`src/rtl/ram_fill_check.sv`:
```
// ram_fill_check: BIST initiator for a single-port synchronous RAM.
// Fills every address {a,b} with a+b, reads all addresses back and compares
// each registered read word against the expected sum. Reports a mismatch
// count, a sticky error flag and the first failing address.
// Optional build macro FILL_CHECK_STOP_ON_ERR_EN: abandon readback on the
// first mismatch and go straight to DONE.
module ram_fill_check #(
  parameter  int unsigned HALF_W = 4,
  parameter  int unsigned DATA_W = 5,
  parameter  int unsigned CNT_W  = 9,
  localparam int unsigned ADDR_W = 2 * HALF_W
) (
  input  logic              clk,
  input  logic              rst_n,
  input  logic              start,
  output logic              ram_cs,
  output logic              ram_we,
  output logic [ADDR_W-1:0] ram_addr,
  output logic [DATA_W-1:0] ram_wdata,
  input  logic [DATA_W-1:0] ram_rdata,
  output logic              busy,
  output logic              done,
  output logic              err_flag,
  output logic [CNT_W-1:0]  err_cnt,
  output logic [ADDR_W-1:0] first_err_addr
);

  typedef enum logic [2:0] {
    S_IDLE,
    S_FILL,
    S_READ,
    S_DRAIN,
    S_DONE
  } state_t;

  state_t              state_q, state_d;
  logic                go_q, go_d;
  logic                cs_q, cs_d;
  logic                we_q, we_d;
  logic [ADDR_W-1:0]   addr_q, addr_d;
  logic [DATA_W-1:0]   wdata_q, wdata_d;
  logic                busy_q, busy_d;
  logic                done_q, done_d;
  logic                err_flag_q, err_flag_d;
  logic [CNT_W-1:0]    err_cnt_q, err_cnt_d;
  logic [ADDR_W-1:0]   first_q, first_d;
  logic                pv_q, pv_d;
  logic [ADDR_W-1:0]   pa_q, pa_d;
  logic                mismatch;

  function automatic logic [DATA_W-1:0] sum_of(input logic [ADDR_W-1:0] a);
    return DATA_W'(a[ADDR_W-1:HALF_W]) + DATA_W'(a[HALF_W-1:0]);
  endfunction

  // Compare the word returned for the read issued in the previous cycle.
  always_comb begin
    mismatch = pv_q && (state_q == S_READ || state_q == S_DRAIN) &&
               (ram_rdata != sum_of(pa_q));
  end

  // Next-state logic; bus outputs are computed from the next state so that
  // they come straight out of flops. An accepted start is held in go_q for
  // one cycle before FILL begins.
  always_comb begin
    state_d    = state_q;
    go_d       = 1'b0;
    addr_d     = addr_q;
    err_cnt_d  = err_cnt_q;
    err_flag_d = err_flag_q;
    first_d    = first_q;
    pv_d       = cs_q && !we_q;
    pa_d       = addr_q;

    if (mismatch) begin
      err_cnt_d  = err_cnt_q + CNT_W'(1);
      err_flag_d = 1'b1;
      if (err_cnt_q == '0) first_d = pa_q;
    end

    case (state_q)
      S_IDLE: begin
        if (go_q) begin
          state_d = S_FILL;
          addr_d  = '0;
        end else if (start) begin
          go_d       = 1'b1;
          err_cnt_d  = '0;
          err_flag_d = 1'b0;
          first_d    = '0;
        end
      end
      S_FILL: begin
        if (addr_q == '1) begin
          state_d = S_READ;
          addr_d  = '0;
        end else begin
          addr_d = addr_q + ADDR_W'(1);
        end
      end
      S_READ: begin
        if (addr_q == '1) begin
          state_d = S_DRAIN;
          addr_d  = '0;
        end else begin
          addr_d = addr_q + ADDR_W'(1);
        end
      end
      S_DRAIN: state_d = S_DONE;
      S_DONE:  state_d = S_IDLE;
      default: state_d = S_IDLE;
    endcase

`ifdef FILL_CHECK_STOP_ON_ERR_EN
    if (mismatch) state_d = S_DONE;
`endif

    cs_d    = (state_d == S_FILL) || (state_d == S_READ);
    we_d    = (state_d == S_FILL);
    wdata_d = we_d ? sum_of(addr_d) : '0;
    busy_d  = (state_d != S_IDLE);
    done_d  = (state_d == S_DONE);
  end

  // State, bus, status and read-pipeline registers.
  always_ff @(posedge clk or negedge rst_n) begin
    if (!rst_n) begin
      state_q    <= S_IDLE;
      go_q       <= 1'b0;
      cs_q       <= 1'b0;
      we_q       <= 1'b0;
      addr_q     <= '0;
      wdata_q    <= '0;
      busy_q     <= 1'b0;
      done_q     <= 1'b0;
      err_flag_q <= 1'b0;
      err_cnt_q  <= '0;
      first_q    <= '0;
      pv_q       <= 1'b0;
      pa_q       <= '0;
    end else begin
      state_q    <= state_d;
      go_q       <= go_d;
      cs_q       <= cs_d;
      we_q       <= we_d;
      addr_q     <= addr_d;
      wdata_q    <= wdata_d;
      busy_q     <= busy_d;
      done_q     <= done_d;
      err_flag_q <= err_flag_d;
      err_cnt_q  <= err_cnt_d;
      first_q    <= first_d;
      pv_q       <= pv_d;
      pa_q       <= pa_d;
    end
  end

  assign ram_cs         = cs_q;
  assign ram_we         = we_q;
  assign ram_addr       = addr_q;
  assign ram_wdata      = wdata_q;
  assign busy           = busy_q;
  assign done           = done_q;
  assign err_flag       = err_flag_q;
  assign err_cnt        = err_cnt_q;
  assign first_err_addr = first_q;

endmodule

```
`config.mk`:
```
export PLATFORM = sky130hd
export DESIGN_NAME = ram_fill_check
export DESIGN_NICKNAME = d
export VERILOG_FILES = /design/src/rtl/ram_fill_check.sv
export SDC_FILE = /design/constraint.sdc
export NUM_CORES = 1
export LEC_CHECK = 0
export ABC_AREA = 1
export CAP_MARGIN = 5
export CORE_MARGIN = 4
export CORE_UTILIZATION = 30
export CTS_CLUSTER_DIAMETER = 120
export DETAILED_ROUTE_END_ITERATION = 6
export PLACE_DENSITY = 0.55
export SYNTH_ARGS = -nofsm -noshare
export SYNTH_HDL_FRONTEND = slang
export SYNTH_SLANG_ARGS = --single-unit
```
`constraint.sdc`:
```
create_clock -name clk -period 3.3 [get_ports clk]
set_input_delay 0.33 -clock clk [delete_from_list [all_inputs] [get_ports clk]]
set_output_delay 0.33 -clock clk [all_outputs]
set_load 0.005 [all_outputs]
```
==> results of run 1 <==
==> metrics by stage <==
stage / total power [mW] / util (%) / setup WS (ps) / instance area [um2] / instances
finish: 2.38 / 39.3 / 697 / 3070 / 445
floorplan: 1.60 / - / 988 / 2430 / 296
CTS: 2.41 / 39.3 / 721 / 3070 / 445
detailed placement: 2.00 / 38.0 / 736 / 2970 / 439
global route: 2.63 / 39.3 / 350 / 3070 / 445
global placement: 2.01 / 38.0 / 819 / 2970 / 439
==> cells in the final DEF (no fill, tap or decap), drive strengths merged <==
| master | instances |
|---|---|
| o21ai | 12 |
| nor3 | 5 |
| dfrtp | 48 |
| o22ai | 3 |
| nand4 | 2 |
| clkbuf | 5 |
| a31oi | 2 |
| buf | 2 |
| a32o | 1 |
| fa | 2 |
| nor2 | 46 |
| nand3b | 2 |
| a21oi | 7 |
| nand3 | 22 |
| or2 | 2 |
| ha | 11 |
| bufinv | 1 |
| xor2 | 4 |
| xnor2 | 2 |
| nand2 | 71 |
| clkdlybuf4s50 | 41 |
| inv | 52 |
==> worst max-delay path by stage <==
stage / startpoint / endpoint / slack [ps] / cells after the start
after floorplan: ram_addr[0]$_DFF_PN0_ / ram_wdata[4]$_DFF_PN0_ / 990 / 14
after global placement: ram_addr[0]$_DFF_PN0_ / ram_wdata[4]$_DFF_PN0_ / 820 / 14
after detailed placement: ram_addr[0]$_DFF_PN0_ / ram_wdata[4]$_DFF_PN0_ / 740 / 14
after CTS: ram_addr[0]$_DFF_PN0_ / ram_wdata[4]$_DFF_PN0_ / 720 / 14
after global routing: ram_addr[0]$_DFF_PN0_ / ram_wdata[4]$_DFF_PN0_ / 350 / 15
final: ram_addr[0]$_DFF_PN0_ / ram_wdata[4]$_DFF_PN0_ / 700 / 14
==> report_power, final <==
group          internal (mW)  total, mW  leakage (nW)  switching, mW
clock network          0.218      0.401        0.0501          0.184
logic                  0.503       1.10         0.903          0.602
registers              0.745      0.878         0.615          0.133
total                   1.47       2.38          1.57          0.918
==> registers in the layout, summed over array words and instances, names as in the netlist <==
signal / cells
err_cnt: 9
ram_addr: 8
busy: 1
pv_q: 1
pa_q: 8
state_q: 3
ram_cs: 1
ram_we: 1
go_q: 1
done: 1
first_err_addr: 8
ram_wdata: 5
err_flag: 1
==> cells by family (layout without fill, tap and decap cells) <==
| kind of cell | after synthesis | count (layout) | synth area share (%) |
|---|---|---|---|
| DFF | 48 | 48 | 49.3 |
| AOI/OAI and AO/OA | 25 | 25 | 5.76 |
| buffers and inverters | 54 | 101 | 8.79 |
| adders and majority gates | 13 | 13 | 7.30 |
| and+or+nand+nor | 150 | 150 | 26.7 |
| xor gates and xnor gates | 6 | 6 | 2.16 |
==> worst register-to-register path: stages, from the launching register on <==
cell	delay [ps]
sky130_fd_sc_hd__dfrtp_1	440
sky130_fd_sc_hd__ha_1	190
sky130_fd_sc_hd__nand2_1	80
sky130_fd_sc_hd__nor2_1	170
sky130_fd_sc_hd__nand3_1	130
sky130_fd_sc_hd__nor2_1	140
sky130_fd_sc_hd__inv_1	90
sky130_fd_sc_hd__nand2_1	120
sky130_fd_sc_hd__o21ai_0	130
sky130_fd_sc_hd__ha_1	260
sky130_fd_sc_hd__fa_1	390
sky130_fd_sc_hd__nand2_1	80
sky130_fd_sc_hd__inv_1	50
sky130_fd_sc_hd__o21ai_0	140
sky130_fd_sc_hd__a21oi_1	90
==> metal layers <==
metal	vias to the layer above	track usage (%)	share of wire (%)
li1	1013	-	-
met1	920	15.8	47
met2	65	17.0	45
met3	4	3.50	6.7
met4	0	3.41	0.58
met5	-	0	0
==> final cells by class <==
cell class	instances	area, um2
clock buffer	5	68.8
clock inverter	1	30.0
fill	767	4740
inverter	52	195
multi-input combinational	194	1020
sequential	48	1200
tap	102	128
timing repair buffer	43	423
==> impl_results.rst, run 1 <==
.. list-table::
   :header-rows: 1

   * - Metric
     - Value
   * - Result of the run
     - completed
   * - First-pass GRT wire length
     - 9030 um
   * - Worst-path clk slew
     - roughly 90 ps
   * - Overall routed net length
     - between 5000 and 6000 um
   * - Total overflow reported by the global router
     - 0
   * - Number of antenna violations at the first check in global routing
     - 0
   * - Kind of capture point of the worst setup path
     - flop
   * - Worst-case reg-to-reg path depth
     - 14
   * - YS warnings
     - 0
   * - Fraction of layout instances using a drive strength above 1
     - under 10%
   * - Skew final
     - ~6.4 ps
   * - Number of standard-cell rows in the floorplan
     - 32
   * - Synth Area per Inst
     - around 8.2 um2
   * - Maximum number of pins on one net before global-route repair
     - 39
   * - Post-synth EDFFs
     - 0
   * - Worst min path class
     - input pin to async pin
   * - Gp weighted congestion
     - 0.912
   * - Smallest hold slack
     - ~150 ps
   * - Wire length per cell after detailed routing
     - ~12 um
   * - Top-Level Pins
     - between 40 and 50
   * - First drt pass iteration count
     - 5
   * - Leading post-synthesis cells by cell area
     - sky130_fd_sc_hd__dfrtp_1 (49%), sky130_fd_sc_hd__nand2_1 (11%), sky130_fd_sc_hd__inv_1 (8.0%)
   * - Number of buffers added by the clock tree synthesis step
     - 5
   * - Post-CTS setup buffer count
     - 0
   * - Vias per Instance
     - about 4.5
   * - Worst Setup Path Type
     - flop to flop
   * - Synth top cells by count
     - sky130_fd_sc_hd__nand2_1 (70), sky130_fd_sc_hd__inv_1 (52), sky130_fd_sc_hd__dfrtp_1 (48)
   * - Ratio of final minimum period to clock period
     - around four fifths
   * - Clock sink count
     - 48
   * - Delay of the slowest cell on the worst path
     - 440 ps
   * - Remaining design rule violation count
     - 0
   * - Floorplan die height
     - 98.1 um
   * - DR vias
     - 2002
   * - Max Slew Vio Count
     - 0
   * - Cell with the biggest individual delay on the critical path
     - sky130_fd_sc_hd__dfrtp_1
   * - Total of cells resized after clock tree synthesis
     - 0
   * - Skew-Pair Late Insertion Delay
     - slightly below 300 ps
   * - Static leakage
     - between 1.5 and 2 nW
   * - WP data arrival
     - 2780 ps
   * - Cell area after technology mapping
     - about 0.0024 mm2
   * - Worst-case clock buffer depth
     - 2
   * - Slew at the pin closest to its max-slew limit
     - approximately 860 ps
   * - Final Net Count
     - around 370
   * - Total Die Area
     - 0.00962 mm2
   * - Total routing resource utilization after global routing
     - 11.3%
   * - Core area
     - 0.00781 mm2
   * - Horizontal die dimension
     - roughly 98 um
   * - Setup-failing EPs final
     - 0
   * - Post-layout min period
     - ~2600 ps
   * - Timing-limited maximum frequency
     - about 0.38 GHz
   * - Clock tree from TritonCTS
     - built
   * - Critical R2R Launch
     - ram_addr[0]$_DFF_PN0_
   * - H-tree levels
     - 2
   * - Critical Path RT
     - 3480 ps
   * - Maximum Capacitance Violations
     - 0
   * - Most frequently used cell type in the post-synthesis netlist
     - sky130_fd_sc_hd__nand2_1
   * - Synthesized netlist cell count
     - 296
   * - Final hold violations
     - 0
   * - Largest delay contributor family on the critical path
     - adder cells
   * - Vias in the first global route
     - roughly 2000
   * - Diodes inserted
     - 0
   * - Share of synthesized area occupied by flip-flops and latches
     - between 40% and 50%
   * - Layout overhead on the synthesized area
     - 25.9%
   * - Power Density
     - 778 mW/mm2
   * - Register bit count reported by yosys
     - between 40 and 50
   * - Library cell occupying the most area in the post-synthesis netlist
     - sky130_fd_sc_hd__dfrtp_1
   * - Number of hold buffers added after CTS
     - 0
   * - Netlist cell types
     - 26
   * - RSZ-0062 raised after global routing
     - false
   * - CTS root buffer
     - sky130_fd_sc_hd__clkbuf_8
   * - Largest driver fanout on the critical path
     - 6
   * - Yosys top cell area share
     - 49.3%
   * - Worst vdd rail ir drop
     - approximately 0.00054 V
   * - Placed wire-length estimate after detailed placement
     - approximately 3900 um
   * - IO Port Bufs
     - between 40 and 50
   * - Net count after synthesis
     - 317
   * - Remaining antenna violation count after routing
     - 0
   * - Remaining max-slew budget at the tightest pin
     - between 40 and 50%
   * - Initial Utilization
     - between 30% and 40%
   * - Crit Reg-Reg Endpoint
     - ram_wdata[4]$_DFF_PN0_
   * - Async S/R FF share, synth
     - 100%
   * - Most used DFF post-synth
     - sky130_fd_sc_hd__dfrtp_1
   * - Post-route setup TNS
     - 0 ps
   * - Initial drt markers
     - just over 100
   * - Cell-by-cell listing of the critical path
     - ha_1 > nand2_1 > nor2_1 > nand3_1 > nor2_1 > inv_1 > nand2_1 > o21ai_0 > ha_1 > fa_1 > nand2_1 > inv_1 > o21ai_0 > a21oi_1
   * - Count of buffering cells on the critical path with inverters included
     - 2
   * - R2r setup slk
     - approximately 700 ps
   * - Crit start category
     - flop
   * - Most frequent cell on the critical path
     - sky130_fd_sc_hd__nand2_1
Note: power is estimated with default switching activity, not from simulation.
==> run 2: changes to the inputs <==
==> constraint.sdc (replaced) <==
create_clock -name clk -period 2.5 [get_ports clk]
set_input_delay 0.25 -clock clk [delete_from_list [all_inputs] [get_ports clk]]
set_output_delay 0.25 -clock clk [all_outputs]
set_load 0.005 [all_outputs]
==> run 2 against run 1 <==
Compared with the run above: sequential share of layout area down 0.92 points; sequential cell count unchanged; register-to-register slack worse by 510 ps; die area unchanged; non-clock buffer count up 11; via count down 1.2%; design area up 2.4%; global-route usage up 0.54 points; largest power group unchanged.
==> impl_results.rst, run 2 (synthesis results as in run 1) <==
.. list-table::
   :header-rows: 1

   * - Metric
     - Value
   * - Total Die Area
     - 0.00962 mm2 (unchanged)
   * - Vias per Instance
     - 4.33 (was 4.50)
   * - Remaining design rule violation count
     - 0 (unchanged)
   * - Worst Setup Path Type
     - flop to flop (unchanged)
   * - IO Port Bufs
     - 42 (unchanged)
   * - Setup-failing EPs final
     - 0 (unchanged)
   * - Sw Share
     - 39.4% (was 38.5%)
   * - Static leakage
     - 1.61 nW (was 1.57 nW)
   * - Layout overhead on the synthesized area
     - 28.9% (was 25.9%)
   * - Ratio of final minimum period to clock period
     - 92.4% (was 78.9%)
   * - H-tree levels
     - 2 (unchanged)
   * - First drt pass iteration count
     - 4 (was 5)
   * - Gp weighted congestion
     - 0.909 (was 0.912)
   * - Maximum number of pins on one net before global-route repair
     - 28 (was 39)
   * - Clock sink count
     - 48 (unchanged)
   * - Max Slew Vio Count
     - 0 (unchanged)
   * - Placed wire-length estimate after detailed placement
     - 4110 um (was 3860 um)
   * - Skew-Pair Late Insertion Delay
     - 300 ps (was 290 ps)
   * - Result of the run
     - completed (unchanged)
   * - Slew at the pin closest to its max-slew limit
     - 616 ps (was 861 ps)
   * - DR vias
     - 1977 (was 2002)
   * - Sequential share of power
     - 34.8% (was 36.8%)
   * - Remaining max-slew budget at the tightest pin
     - 58.9% (was 42.6%)
   * - Number of standard-cell rows in the floorplan
     - 32 (unchanged)
   * - Worst min path class
     - flop to flop (was input pin to async pin)
   * - Overall routed net length
     - 5440 um (was 5210 um)
   * - Timing-limited maximum frequency
     - 0.433 GHz (was 0.384 GHz)
   * - Clock tree from TritonCTS
     - built (unchanged)
   * - Vias in the first global route
     - 1988 (was 1959)
   * - Number of buffers added by the clock tree synthesis step
     - 5 (unchanged)
   * - Smallest setup slack after layout
     - 191 ps (was 697 ps)
   * - Worst-path clk slew
     - 90 ps (about the same)
   * - Power Density
     - 1010 mW/mm2 (was 778 mW/mm2)
   * - Final Net Count
     - 376 (was 365)
   * - Largest driver fanout on the critical path
     - 4 (was 6)
   * - Remaining antenna violation count after routing
     - 0 (unchanged)
   * - First-pass GRT wire length
     - 9380 um (was 9030 um)
   * - Wire length per cell after detailed routing
     - 11.9 um (was 11.7 um)
   * - Core area
     - 0.00781 mm2 (unchanged)
   * - Top-Level Pins
     - 43 (unchanged)
   * - Reported net switching power
     - 1.26 mW (was 0.918 mW)
   * - Maximum Capacitance Violations
     - 0 (unchanged)
   * - Post-layout min period
     - 2310 ps (was 2600 ps)
   * - Diodes inserted
     - 0 (unchanged)
   * - Total routing resource utilization after global routing
     - 11.9% (was 11.3%)
   * - Kind of capture point of the worst setup path
     - flop (unchanged)
   * - Fraction of layout instances using a drive strength above 1
     - 8.45% (was 4.37%)
   * - Total power consumption of the routed design
     - 3.19 mW (was 2.38 mW)
   * - Worst vdd rail ir drop
     - 0.000551 V (was 0.000539 V)
   * - Crit start category
     - flop (unchanged)
   * - Total overflow reported by the global router
     - 0 (unchanged)
   * - Max reg flops
     - 9 (unchanged)
   * - Comb pwr share
     - 51.2% (was 46.3%)
   * - Skew final
     - 3.88 ps (was 6.38 ps)
   * - Worst-case clock buffer depth
     - 2 (unchanged)
   * - CTS root buffer
     - sky130_fd_sc_hd__clkbuf_8 (unchanged)
   * - Critical Path RT
     - 2690 ps (was 3480 ps)
   * - Final cell area excluding filler cells
     - 0.00314 mm2 (was 0.00307 mm2)
   * - Number of antenna violations at the first check in global routing
     - 0 (unchanged)
   * - WP data arrival
     - 2500 ps (was 2780 ps)
   * - Initial Utilization
     - 31.2% (unchanged)
   * - Final hold violations
     - 0 (unchanged)
   * - Most common library cell in the layout ignoring fill and taps
     - sky130_fd_sc_hd__nand2_1 (unchanged)
   * - Initial drt markers
     - 41 (was 101)
   * - Internal power summed over all cells
     - 1.93 mW (was 1.47 mW)
   * - Floorplan die height
     - 98.1 um (unchanged)
   * - Placed standard-cell area
     - 0.00303 mm2 (was 0.00297 mm2)
   * - Clock share of power
     - 14.0% (was 16.8%)
   * - Horizontal die dimension
     - 98.1 um (unchanged)
   * - Setup Slack @ Placement
     - 23.8 ps (was 736 ps)
   * - Top library cells by usage in the layout, fill and taps aside
     - sky130_fd_sc_hd__nand2_1 (69), sky130_fd_sc_hd__inv_1 (51), sky130_fd_sc_hd__dfrtp_1 (48), sky130_fd_sc_hd__nor2_1 (43), sky130_fd_sc_hd__clkdlybuf4s50_1 (41) (was sky130_fd_sc_hd__nand2_1 (70), sky130_fd_sc_hd__inv_1 (52), sky130_fd_sc_hd__dfrtp_1 (48), sky130_fd_sc_hd__nor2_1 (45), sky130_fd_sc_hd__clkdlybuf4s50_1 (41))
## run 2: cell count changes in the layout (fill, tap and decap cells not counted), moves of 2 or more
cell,previous run,this run
sky130_fd_sc_hd__buf_4,1,11
sky130_fd_sc_hd__nor2_1,45,43
sky130_fd_sc_hd__o21ai_1,0,3
sky130_fd_sc_hd__nor2_2,1,3
sky130_fd_sc_hd__o21ai_0,11,8
## run 2: final timing paths
check                                       from                           to  slack, ps  cells after the start
min in group asynchronous                  rst_n             ram_we$_DFF_PN0_        490                      2
setup / recovery           ram_addr[1]$_DFF_PN0_       ram_wdata[4]$_DFF_PN0_        190                     14
hold / removal                  ram_we$_DFF_PN0_               pv_q$_DFF_PN0_        440                      1
hold reg to reg                 ram_we$_DFF_PN0_               pv_q$_DFF_PN0_        440                      1
max in group asynchronous                  rst_n  first_err_addr[2]$_DFF_PN0_       1410                      3
setup reg to reg           ram_addr[1]$_DFF_PN0_       ram_wdata[4]$_DFF_PN0_        190                     14
## run 2: cell type report
cell class / instances / area [um2]
tap: 102 / 128
clock inverter: 1 / 5.00
inverter: 52 / 195
multi-input combinational: 194 / 1030
fill: 808 / 4670
sequential: 48 / 1200
timing repair buffer: 54 / 508
clock buffer: 6 / 72.6
## run 2: routing by layer
metal / vias up / part of all wire [%] / GRT usage [%]
met5: - / 0 / 0
met4: 0 / 1.0 / 3.51
met3: 6 / 3.8 / 2.50
met2: 35 / 46 / 19.6
met1: 902 / 49 / 15.7
li1: 1034 / - / -
## run 2: timing repair
action | CTS | global route
hold buffers | 1 | 0
endpoints found under the setup margin | 0 | 4
endpoints found under the hold margin | 25 | 0
setup buffers | 0 | 1
resized for setup | 0 | 8
## run 2: power groups by stage
stage / Combinational (mW) / Clock, mW / Sequential, mW
after CTS: 1.62 / 0.464 / 1.11
final: 1.63 / 0.445 / 1.11
after global placement: 1.62 / 0 / 1.13
after detailed placement: 1.61 / 0 / 1.12
after floorplan: 0.975 / 0 / 1.14
after global routing: 1.86 / 0.492 / 1.14
## run 2: per-stage QoR
step	hold WS (ps)	utilization (%)	instances	TNS (ps)
floorplan	-45.6	-	296	0
global placement	301	38.9	448	0
detailed placement	312	38.9	448	0
CTS	439	40.0	456	0
global route	468	40.2	457	-8.74
finish	437	40.2	457	0
## run 2: critical path: stages (launching register included)
cell                      delay [ps]
sky130_fd_sc_hd__dfrtp_1         380
sky130_fd_sc_hd__ha_1            170
sky130_fd_sc_hd__nand2_1          90
sky130_fd_sc_hd__nor2_2          110
sky130_fd_sc_hd__nand3_1         110
sky130_fd_sc_hd__nor2_2          130
sky130_fd_sc_hd__inv_1            90
sky130_fd_sc_hd__nand2_2         100
sky130_fd_sc_hd__o21ai_1         100
sky130_fd_sc_hd__ha_2            210
sky130_fd_sc_hd__fa_1            380
sky130_fd_sc_hd__nand2_1          80
sky130_fd_sc_hd__inv_1            40
sky130_fd_sc_hd__o21ai_0         140
sky130_fd_sc_hd__a21oi_1          80
==> run 3: changes to the inputs <==
--- a/config.mk
+++ b/config.mk
@@ -11,7 +11,7 @@
 export CORE_UTILIZATION = 30
 export CTS_CLUSTER_DIAMETER = 120
 export DETAILED_ROUTE_END_ITERATION = 6
-export PLACE_DENSITY = 0.55
+export PLACE_DENSITY = 0.58
 export SYNTH_ARGS = -nofsm -noshare
 export SYNTH_HDL_FRONTEND = slang
 export SYNTH_SLANG_ARGS = --single-unit
==> run 3 against run 2 <==
Compared with the run above: cell count shrank 0.88%; critical path type unchanged; clock power rose by 5.4%; sequential share of layout area up 0.10 points; die area unchanged; highest routed layer unchanged.
==> impl_results.rst, run 3 (synthesis results as in run 1) <==
.. list-table::
   :header-rows: 1

   * - Metric
     - Value
   * - Fraction of layout instances using a drive strength above 1
     - 10.3% (was 8.45%)
   * - Most common library cell in the layout ignoring fill and taps
     - sky130_fd_sc_hd__nand2_1 (unchanged)
   * - Total routing resource utilization after global routing
     - 11.8% (was 11.9%)
   * - Number of buffers added by the clock tree synthesis step
     - 5 (unchanged)
   * - Maximum number of pins on one net before global-route repair
     - 49 (was 28)
   * - Overall routed net length
     - 5470 um (was 5440 um)
   * - Skew final
     - 16.2 ps (was 3.88 ps)
   * - Ratio of final minimum period to clock period
     - 92.9% (was 92.4%)
   * - Final Net Count
     - 371 (was 376)
   * - Core area
     - 0.00781 mm2 (unchanged)
   * - First-pass GRT wire length
     - 9390 um (was 9380 um)
   * - Critical Path RT
     - 2690 ps (about the same)
   * - Result of the run
     - completed (unchanged)
   * - Cell with the biggest individual delay on the critical path
     - sky130_fd_sc_hd__dfrtp_2 (was sky130_fd_sc_hd__dfrtp_1)
   * - DR vias
     - 2008 (was 1977)
   * - Post-CTS setup buffer count
     - 0 (unchanged)
   * - RSZ-0062 raised after global routing
     - true
   * - Total power consumption of the routed design
     - 3.22 mW (was 3.19 mW)
   * - R2r setup slk
     - 180 ps (was 190 ps)
   * - Timing-limited maximum frequency
     - 0.431 GHz (was 0.433 GHz)
   * - Worst-path clk slew
     - 100 ps (was 90 ps)
   * - Largest delay contributor family on the critical path
     - adder cells (unchanged)
   * - IO Port Bufs
     - 42 (unchanged)
   * - Number of hold buffers added after CTS
     - 0 (was 1)
   * - Fillers
     - 808 (unchanged)
   * - Max Slew Vio Count
     - 0 (unchanged)
   * - Total Die Area
     - 0.00962 mm2 (unchanged)
   * - Worst vdd rail ir drop
     - 0.000659 V (was 0.000551 V)
   * - H-tree levels
     - 2 (unchanged)
   * - Layout overhead on the synthesized area
     - 28.7% (was 28.9%)
   * - Setup-failing EPs final
     - 0 (unchanged)
   * - Register cell area after layout
     - 0.00120 mm2 (about the same)
   * - Initial Utilization
     - 31.2% (unchanged)
   * - Number of placed instances, taps included
     - 445 (was 448)
   * - Number of standard-cell rows in the floorplan
     - 32 (unchanged)
   * - Top-Level Pins
     - 43 (unchanged)
   * - Clock tree from TritonCTS
     - built (unchanged)
   * - Diodes inserted
     - 0 (unchanged)
   * - Largest driver fanout on the critical path
     - 5 (was 4)
   * - Count of buffering cells on the critical path with inverters included
     - 3 (was 2)
   * - Floorplan die height
     - 98.1 um (unchanged)
   * - Number of antenna violations at the first check in global routing
     - 0 (unchanged)
   * - Gp weighted congestion
     - 0.891 (was 0.909)
   * - Vias per Instance
     - 4.43 (was 4.33)
   * - Crit start category
     - flop (unchanged)
   * - Skew-Pair Late Insertion Delay
     - 300 ps (about the same)
   * - Worst-case clock buffer depth
     - 2 (unchanged)
   * - Horizontal die dimension
     - 98.1 um (unchanged)
   * - Wire length per cell after detailed routing
     - 12.1 um (was 11.9 um)
   * - CTS root buffer
     - sky130_fd_sc_hd__clkbuf_8 (unchanged)
   * - Delay of the slowest cell on the worst path
     - 440 ps (was 380 ps)
   * - Final hold violations
     - 0 (unchanged)
   * - Post-route setup TNS
     - 0 ps (unchanged)
   * - Placed wire-length estimate after detailed placement
     - 4070 um (was 4110 um)
   * - Worst Setup Path Type
     - flop to flop (unchanged)
   * - Vias in the first global route
     - 2019 (was 1988)
   * - Maximum Capacitance Violations
     - 0 (unchanged)
   * - Layout Cells excl Fill
     - 453 (was 457)
   * - Worst min path class
     - input pin to async pin (was flop to flop)
   * - WP data arrival
     - 2510 ps (was 2500 ps)
   * - Cell-by-cell listing of the critical path
     - nor2_2 > nand2_2 > nand2_2 > inv_1 > nand2_1 > o21ai_2 > inv_2 > o21ai_0 > ha_2 > fa_2 > nand2_1 > inv_1 > o21ai_0 > a21oi_1 (was ha_1 > nand2_1 > nor2_2 > nand3_1 > nor2_2 > inv_1 > nand2_2 > o21ai_1 > ha_2 > fa_1 > nand2_1 > inv_1 > o21ai_0 > a21oi_1)
   * - Static leakage
     - 1.58 nW (was 1.61 nW)
   * - Slew at the pin closest to its max-slew limit
     - 607 ps (was 616 ps)
   * - Remaining max-slew budget at the tightest pin
     - 59.6% (was 58.9%)
   * - Kind of capture point of the worst setup path
     - flop (unchanged)
   * - Initial drt markers
     - 123 (was 41)
   * - Remaining design rule violation count
     - 0 (unchanged)
   * - Post-layout min period
     - 2320 ps (was 2310 ps)
   * - Top library cells by usage in the layout, fill and taps aside
     - sky130_fd_sc_hd__nand2_1 (67), sky130_fd_sc_hd__inv_1 (50), sky130_fd_sc_hd__dfrtp_1 (47), sky130_fd_sc_hd__nor2_1 (42), sky130_fd_sc_hd__clkdlybuf4s50_1 (41) (was sky130_fd_sc_hd__nand2_1 (69), sky130_fd_sc_hd__inv_1 (51), sky130_fd_sc_hd__dfrtp_1 (48), sky130_fd_sc_hd__nor2_1 (43), sky130_fd_sc_hd__clkdlybuf4s50_1 (41))
   * - Clock sink count
     - 48 (unchanged)
   * - First drt pass iteration count
     - 4 (unchanged)
   * - Power Density
     - 1030 mW/mm2 (was 1010 mW/mm2)
   * - Area of the multi-input gates
     - 0.00105 mm2 (was 0.00103 mm2)
   * - Max reg flops
     - 9 (unchanged)
   * - Total overflow reported by the global router
     - 0 (unchanged)
   * - Remaining antenna violation count after routing
     - 0 (unchanged)
-- run 3: power breakdown --
| group | switching [mW] | internal [mW] | total, mW |
|---|---|---|---|
| clock | 0.271 | 0.198 | 0.469 |
| sequential | 0.143 | 0.983 | 1.13 |
| combinational | 0.887 | 0.738 | 1.63 |
-- run 3: final cells by class --
class | instances | area share (%)
clock buffer | 5 | 2.20
clock inverter | 3 | 0.758
inverter | 52 | 6.23
multi-input combinational | 194 | 33.5
sequential | 48 | 38.4
tap | 102 | 4.07
timing repair buffer | 49 | 14.9
-- run 3: timing repair --
action | 4_1_cts | 5_1_grt
endpoints found under the setup margin | 0 | 4
gates resized for setup | 0 | 15
endpoints found under the hold margin | 0 | 0
-- run 3: through the flow --
| step | hold slack, ps | area [um2] | utilization [%] | worst slack [ps] |
|---|---|---|---|---|
| finish | 31.6 | 3130 | 40.1 | 177 |
| global route | 86.6 | 3130 | 40.1 | -29.1 |
| CTS | 52.9 | 3100 | 39.8 | 9.14 |
| detailed placement | 386 | 3010 | 38.6 | 40.1 |
| global placement | 385 | 3010 | 38.6 | 157 |
| floorplan | -45.6 | 2430 | - | 188 |
-- run 3: metal layers --
layer | vias up | GRT usage, % | share of wire, % | wire length [um]
met5 | - | 0 | 0 | 0
met4 | 0 | 2.88 | 0.58 | 32
met3 | 4 | 3.07 | 6.0 | 330
met2 | 42 | 19.4 | 47 | 2560
met1 | 936 | 15.7 | 47 | 2550
li1 | 1026 | - | - | -
-- run 3: worst paths after layout --
kind	startpoint	to	depth (start not counted)
setup / recovery	state_q[2]$_DFF_PN0_	ram_wdata[4]$_DFF_PN0_	14
setup reg to reg	state_q[2]$_DFF_PN0_	ram_wdata[4]$_DFF_PN0_	14
hold / removal	rst_n	go_q$_DFF_PN0_	2
max in group asynchronous	rst_n	state_q[2]$_DFF_PN0_	2
hold reg to reg	ram_we$_DFF_PN0_	pv_q$_DFF_PN0_	1
min in group clk	ram_we$_DFF_PN0_	pv_q$_DFF_PN0_	1
